===== src/rtl/gpr_alu.sv =====
// 32x32 register file with a combinational ALU on read port 1 and operand alu_b.
// Optional GPR_ALU_OVF_FLAG_EN: a write edge with signed overflow sets bit 0 of register 30.
module gpr_alu #(
    parameter int DATA_W = 32
) (
    input  logic              clk,
    input  logic              rst,
    input  logic              gpr_wr,
    input  logic [4:0]        rr1,
    input  logic [4:0]        rr2,
    input  logic [4:0]        wr,
    input  logic [DATA_W-1:0] wd,
    input  logic              slt_wr,
    input  logic [DATA_W-1:0] alu_b,
    input  logic [1:0]        alu_sel,
    output logic [DATA_W-1:0] read_data1,
    output logic [DATA_W-1:0] read_data2,
    output logic [DATA_W-1:0] alu_out,
    output logic              zero,
    output logic              overflow,
    output logic              less_than
);

    logic [DATA_W-1:0]        regs [0:31];
    logic signed [DATA_W-1:0] op_a;
    logic signed [DATA_W-1:0] op_b;
    logic signed [DATA_W-1:0] sum;
    logic signed [DATA_W-1:0] diff;
    logic [DATA_W-1:0]        wr_val;

    function automatic logic add_ovf(input logic signed [DATA_W-1:0] a,
                                     input logic signed [DATA_W-1:0] b,
                                     input logic signed [DATA_W-1:0] s);
        return (a[DATA_W-1] == b[DATA_W-1]) && (s[DATA_W-1] != a[DATA_W-1]);
    endfunction

    function automatic logic sub_ovf(input logic signed [DATA_W-1:0] a,
                                     input logic signed [DATA_W-1:0] b,
                                     input logic signed [DATA_W-1:0] d);
        return (a[DATA_W-1] != b[DATA_W-1]) && (d[DATA_W-1] != a[DATA_W-1]);
    endfunction

    // Reads are gated by rst so the ports show 0 for the whole reset interval.
    assign read_data1 = (rst || rr1 == 5'd0) ? '0 : regs[rr1];
    assign read_data2 = (rst || rr2 == 5'd0) ? '0 : regs[rr2];

    assign op_a      = read_data1;
    assign op_b      = alu_b;
    assign sum       = op_a + op_b;
    assign diff      = op_a - op_b;
    assign less_than = (op_a < op_b);
    assign zero      = (alu_out == '0);

    always_comb begin
        alu_out  = sum;
        overflow = 1'b0;
        case (alu_sel)
            2'b00: begin
                alu_out  = sum;
                overflow = add_ovf(op_a, op_b, sum);
            end
            2'b01: begin
                alu_out  = diff;
                overflow = sub_ovf(op_a, op_b, diff);
            end
            2'b10:   alu_out = op_a | op_b;
            default: alu_out = op_a & op_b;
        endcase
    end

    assign wr_val = slt_wr ? {{(DATA_W-1){1'b0}}, less_than} : wd;

    always_ff @(posedge clk or posedge rst) begin
        if (rst) begin
            for (int i = 0; i < 32; i++) begin
                regs[i] <= '0;
            end
        end else begin
            if (gpr_wr && wr != 5'd0) begin
                regs[wr] <= wr_val;
            end
`ifdef GPR_ALU_OVF_FLAG_EN
            // Later assignment wins: merges a same-edge write to r30 with the sticky flag.
            if (gpr_wr && overflow) begin
                regs[30] <= ((wr == 5'd30) ? wr_val : regs[30]) | {{(DATA_W-1){1'b0}}, 1'b1};
            end
`endif
        end
    end

endmodule


===== config.mk =====
export PLATFORM = sky130hd
export DESIGN_NAME = gpr_alu
export DESIGN_NICKNAME = d
export VERILOG_FILES = /design/src/rtl/gpr_alu.sv
export SDC_FILE = /design/constraint.sdc
export NUM_CORES = 2
export LEC_CHECK = 0
export ABC_CLOCK_PERIOD_IN_PS = 71400
export CAP_MARGIN = 25
export CORE_MARGIN = 3
export CORE_UTILIZATION = 43
export CTS_CLUSTER_DIAMETER = 40
export DETAILED_ROUTE_END_ITERATION = 8
export GPL_ROUTABILITY_DRIVEN = 0
export GPL_TIMING_DRIVEN = 0
export MAX_ROUTING_LAYER = met4
export PLACE_DENSITY = 0.67
export REMOVE_ABC_BUFFERS = 1
export SETUP_SLACK_MARGIN = 0.1
export SLEW_MARGIN = 40
export SYNTH_ARGS = -nofsm -noshare
export SYNTH_HDL_FRONTEND = slang
export SYNTH_SLANG_ARGS = --single-unit
export TNS_END_PERCENT = 20

===== constraint.sdc =====
create_clock -name clk -period 71.4 [get_ports clk]
set_input_delay 10.71 -clock clk [delete_from_list [all_inputs] [get_ports clk]]
set_output_delay 10.71 -clock clk [all_outputs]
set_load 0.02 [all_outputs]

## Word level (Yosys, flattened, before mapping)

Cells that the tools add are included.

| cells by class | value |
|---|---|
| magnitude comparators | 5 |
| bitwise logic cells | 5 |
| reductions and logical operators | 11 |
| muxes and demuxes | 14 |
| $add $sub $neg | 2 |
| eq/ne operators | 6 |

Operator list:

| cell | number |
|---|---|
| $bwmux W1024 | 1 |
| $bmux W32 S5 | 2 |
| $mux W32 | 8 |
| $demux W32 S5 | 1 |
| $pmux W32 S3 | 1 |
| $add A32 B32 Y32 | 1 |
| $and A32 B32 Y32 | 1 |
| $logic_not A32 Y1 | 1 |
| $lt A32 B32 Y1 | 1 |
| $or A32 B32 Y32 | 1 |
| $sub A32 B32 Y32 | 1 |
| $ge A6 B6 Y1 const B | 3 |
| $not A5 Y6 | 3 |
| $logic_not A5 Y1 | 2 |
| $lt A6 B1 Y1 const B | 1 |
| $reduce_bool A5 Y1 | 1 |
| $logic_and A1 B1 Y1 | 4 |
| $ne A1 B1 Y1 | 3 |
| $eq A2 B1 Y1 const B | 1 |
| $eq A2 B2 Y1 const B | 1 |
| $logic_not A2 Y1 | 1 |
| $logic_or A1 B1 Y1 | 2 |
| $pmux W1 S2 | 1 |
| $eq A1 B1 Y1 | 1 |

| word-level totals | value |
|---|---|
| logic and storage cells | 75 |
| output and inout bits | 99 |
| register bits | 1024 |
| input port bits | 85 |

## Logic depth before layout (Yosys ltp)

| depth | value |
|---|---|
| word-level depth | 9 |
| gate-level depth with buffers | 23 |
| mapped depth without buffers | 18 |

## Least setup slack after synthesis

No wires, ideal clock.

| path | value |
|---|---|
| path type | input-to-output |
| from | in rst |
| to | out read_data2[0] |
| arrival time | 36.528 ns |
| stages on the path | 3 |
| required time | 60.690 ns |
| buffers on the path | 0 |
| setup slack | 24.162 ns |
| cells stage by stage | inv_1 > o41ai_1 > nor2_1 |

| between the ends | value |
|---|---|
| longest elaborated chain between the ends | 2 |

RTL lines:

| what | RTL line | text |
|---|---|---|
| start, declared | 7 | `input logic rst,` |
| $logic_or A1 B1 Y1 | 45 | `assign read_data2 = (rst \|\| rr2 == 5'd0) ? '0 : regs[rr2];` |
| $mux W32 | 45 |  |
| end, declared | 17 | `output logic [DATA_W-1:0] read_data2,` |

Every way passes these cells.

## Worst setup path after layout

| path | value |
|---|---|
| from | in rr1[0] |
| to | out zero |

| between the ends | value |
|---|---|
| longest elaborated chain between the ends | 8 |
| elaborated cells between the ends (all ways) | 13 |
| those cells by class | add/sub: 2; mux: 5; bitwise: 3; reduce/logical: 3 |

RTL lines:

| what | RTL line | text |
|---|---|---|
| start, declared | 9 | `input logic [4:0] rr1,` |
| $not A5 Y6 (not written as such) | 44 | `assign read_data1 = (rst \|\| rr1 == 5'd0) ? '0 : regs[rr1];` |
| $bmux W32 S5 | 44 |  |
| $mux W32 (not written as such) (2 in a row) | 44 |  |
| $mux W32 * | 44 |  |
| $sub A32 B32 Y32 (tied with other cells) | 50 | `assign diff = op_a - op_b;` |
| $pmux W32 S3 * | 57 | `case (alu_sel)` |
| $logic_not A32 Y1 * | 52 | `assign zero = (alu_out == '0);` |
| end, declared | 19 | `output logic zero,` |

Every way passes the cells marked *; elsewhere a longest branch is shown, timed or not. The select of a mux whose other input is x is not followed.

==> out/metrics.csv <==
metric,value,unit
# clock sinks,1024,
post-CTS clock slew at the launch and capture registers of the worst setup and hold paths,0.04,ns
first-pass iteration count of the detailed router,6,
Layout Skew,0.0190,ns
total power per unit cell area,25.4,mW/mm^2
antenna violations before repair,6,
Max H-tree Level,4,
share of synthesized registers carrying an async set or reset,1.00,
Period minus WS final,29.54,ns
DRC marker count from the first detailed-route iteration,5650,
path class of the lowest-slack min-delay path,reg -> reg,
vias in the first global route,46300,
"flops & latches, synth",1024,
gate count of the mapped netlist,5614,
area of the placeable core,0.132,sq mm
Global Route Usage Sum,0.285,
flip-flop count of the largest register after layout,1024,
number of enable-type register cells in the synthesized netlist,0,
IR Drop Worst-Case VDD,0.0243,mV
"commonest cells after routing, fill and taps aside","sky130_fd_sc_hd__o21ai_0, sky130_fd_sc_hd__nand2_1, sky130_fd_sc_hd__dfrtp_1",
Final Slew Violations,0,
cells along the critical path,buf_8 -> buf_16 -> buf_16 -> buf_16 -> buf_16 -> mux4_2 -> mux4_2 -> mux2_2 -> nand2_1 -> inv_1 -> ha_1 -> fa_1 -> a211oi_1 -> o21ai_0 -> a21boi_0 -> o211ai_1 -> a221oi_1 -> o311ai_0 -> o32a_1 -> o311a_1 -> nor4_1 -> and4b_1 -> nor4b_2 -> clkdlybuf4s50_1,
number of rows created at floorplan,133,
leakage power,29.2,nW
sequential cell area,0.0256,sq mm
total overflow reported by the global router,0,
Worst path max stage delay,0.67,ns
Regs by FF count,regs: 1024 flops,
Most common cell on crit path,sky130_fd_sc_hd__buf_16,
number of buffers added by the clock tree synthesis step,133,
capturing element type of the critical path,output pin,
fill cell count,11400,
first-pass GRT wire length,290,mm
max-cap viol count,0,
"Clk Latency, worst-skew pair",0.73,ns
number of warning messages in the yosys log,0,
RSZ-0062 raised after global routing,false,
highest fanout seen on the critical path,41,
status,finished clean,
primary flip-flop cell chosen by synthesis mapping,sky130_fd_sc_hd__dfrtp_1,
final net count,5675,
crit-path leading delay family,compound AO/OA/AOI/OAI gates,
number of hold violations in the final report,0,
final setup violating endpoints,0,
final WL,192,mm
count of distinct cell types in the synthesized netlist,83,
Tightest Pin Transition,0.877,ns
register containing the most flip-flops in the final layout,regs,
data arrival time at the worst-slack endpoint,18.83,ns
hold buffer count at cts,0,
TritonCTS clock tree,yes,
total area of multi-input combinational cells,0.0299,sq mm
sequential cell area fraction in the yosys report,0.445,
routed vias/inst,6.30,
layout cells sized above 1,0.181,
post-route ant nets,0,
number of ports placed on the die boundary,184,
Die Span X,372,um
Area Growth Syn to Fin,16.9,%
"Gates resized, CTS repair",0,
Crit path buffers/inverters,7,
DPL Wire Length,120,mm
required time of the critical path,60.69,ns
Die Footprint,0.138,sq mm
area of the mapped netlist,0.0576,sq mm
pin count of the biggest net entering global routing,82,
critical path startpoint category,input pin,
WL/cell,26.1,um
buffers inserted during post-CTS setup optimization,0,
Syn Area/Cell,10.3,sq um
Finished Layout Cells,7359,
Clk Tree Root Cell,sky130_fd_sc_hd__clkbuf_16,
Inst Count DP,7112,
fraction of the cycle the final worst path needs,0.414,
Achievable Freq,0.0339,GHz
Buffers on Ports,183,
clock buffer depth,3,
Post-Route Utilization,0.509,
tightest slew margin relative to the limit,0.411,
routed vias,46400,
Die Ht,372,um
cell at the slowest stage of the critical path,sky130_fd_sc_hd__a221oi_1,
starting density of the core,0.436,
"commonest non-fill, non-tap cell in the layout",sky130_fd_sc_hd__o21ai_0,
Crit Path Class,in -> out,
detailed-route DRC error count,0,
kinds of logic (layout without fill, tap and decap cells):
| kind of cell | count (synthesis) | count (layout) | share of synthesized area |
|---|---|---|---|
| adder cells (fa/ha/maj) | 98 | 98 | 0.0215 |
| multiplexers | 753 | 753 | 0.231 |
| other | 0 | 6 | 0 |
| buffers and inverters | 668 | 652 | 0.0437 |
| AND/OR/NAND/NOR | 1429 | 1429 | 0.101 |
| XOR/XNOR | 26 | 26 | 0.00395 |
| flip-flops | 1024 | 1024 | 0.445 |
| AO/OA/AOI/OAI | 1616 | 1616 | 0.155 |
layout make-up:
| type | instances | share of cell area |
|---|---|---|
| multi-input combinational | 3922 | 0.444 |
| sequential | 1024 | 0.380 |
| timing repair buffer | 309 | 0.0688 |
| clock buffer | 166 | 0.0557 |
| tap | 1755 | 0.0326 |
| clock inverter | 75 | 0.0131 |
| inverter | 102 | 0.00579 |
| antenna | 6 | 0.000223 |
cells in the mapped netlist (all sizes together) (18+ instances only):
cell type     n  share of area
mux4        450           0.18
nor3         58         0.0050
mux2i       206          0.036
clkbuf      489          0.032
nand2      1117          0.073
nor2        129         0.0084
o21ai      1107          0.096
nand2b       39         0.0042
o22ai        65         0.0071
dfrtp      1024           0.44
ha           96          0.021
xnor2        21         0.0032
mux2         97          0.019
o211ai       18         0.0023
a21oi       226          0.020
buf          77         0.0052
inv         102         0.0066
o221ai       67          0.010
routing by layer:
| layer | up-vias | track usage | share of wire |
|---|---|---|---|
| met5 | - | - | 0 |
| met4 | 0 | 0.117 | 0.043 |
| met3 | 547 | 0.0629 | 0.10 |
| met2 | 2501 | 0.426 | 0.45 |
| met1 | 23300 | 0.378 | 0.40 |
| li1 | 20100 | - | - |
power breakdown:
group | internal, mW | switching [mW] | leakage (nW)
logic | 0.144 | 0.167 | 13.2
registers | 0.650 | 0.0529 | 13.8
clock network | 0.427 | 0.272 | 2.22
total | 1.22 | 0.492 | 29.2
worst paths after layout:
kind	cells after the start	endpoint	start	slack, ns
worst max register to register	17	regs[128]	regs[994]	66.11
worst min-delay path	0	regs[1016]	regs[1016]	0.40
worst max-delay path	24	zero	rr1[0]	41.86
worst min register to register	0	regs[1016]	regs[1016]	0.40
max in group asynchronous	8	regs[559]	rst	58.62
min in group asynchronous	2	regs[498]	rst	10.48
metrics by stage:
step           setup TNS [ns]  power [mW]  hold WS (ns)  worst slack (ns)  instance area (sq um)
4_1_cts                     0        1.72         0.398             41.83                  67400
6_report                    0        1.71         0.400             41.86                  67400
3_5_place_dp                0        1.02         0.385             41.83                  62700
5_1_grt                     0        1.78         0.411             41.52                  67400
2_1_floorplan               0       0.893         0.369             13.90                  55500
3_3_place_gp         -1392.33        1.04         0.380            -48.73                  59500
(Power assumes the default switching activity.)
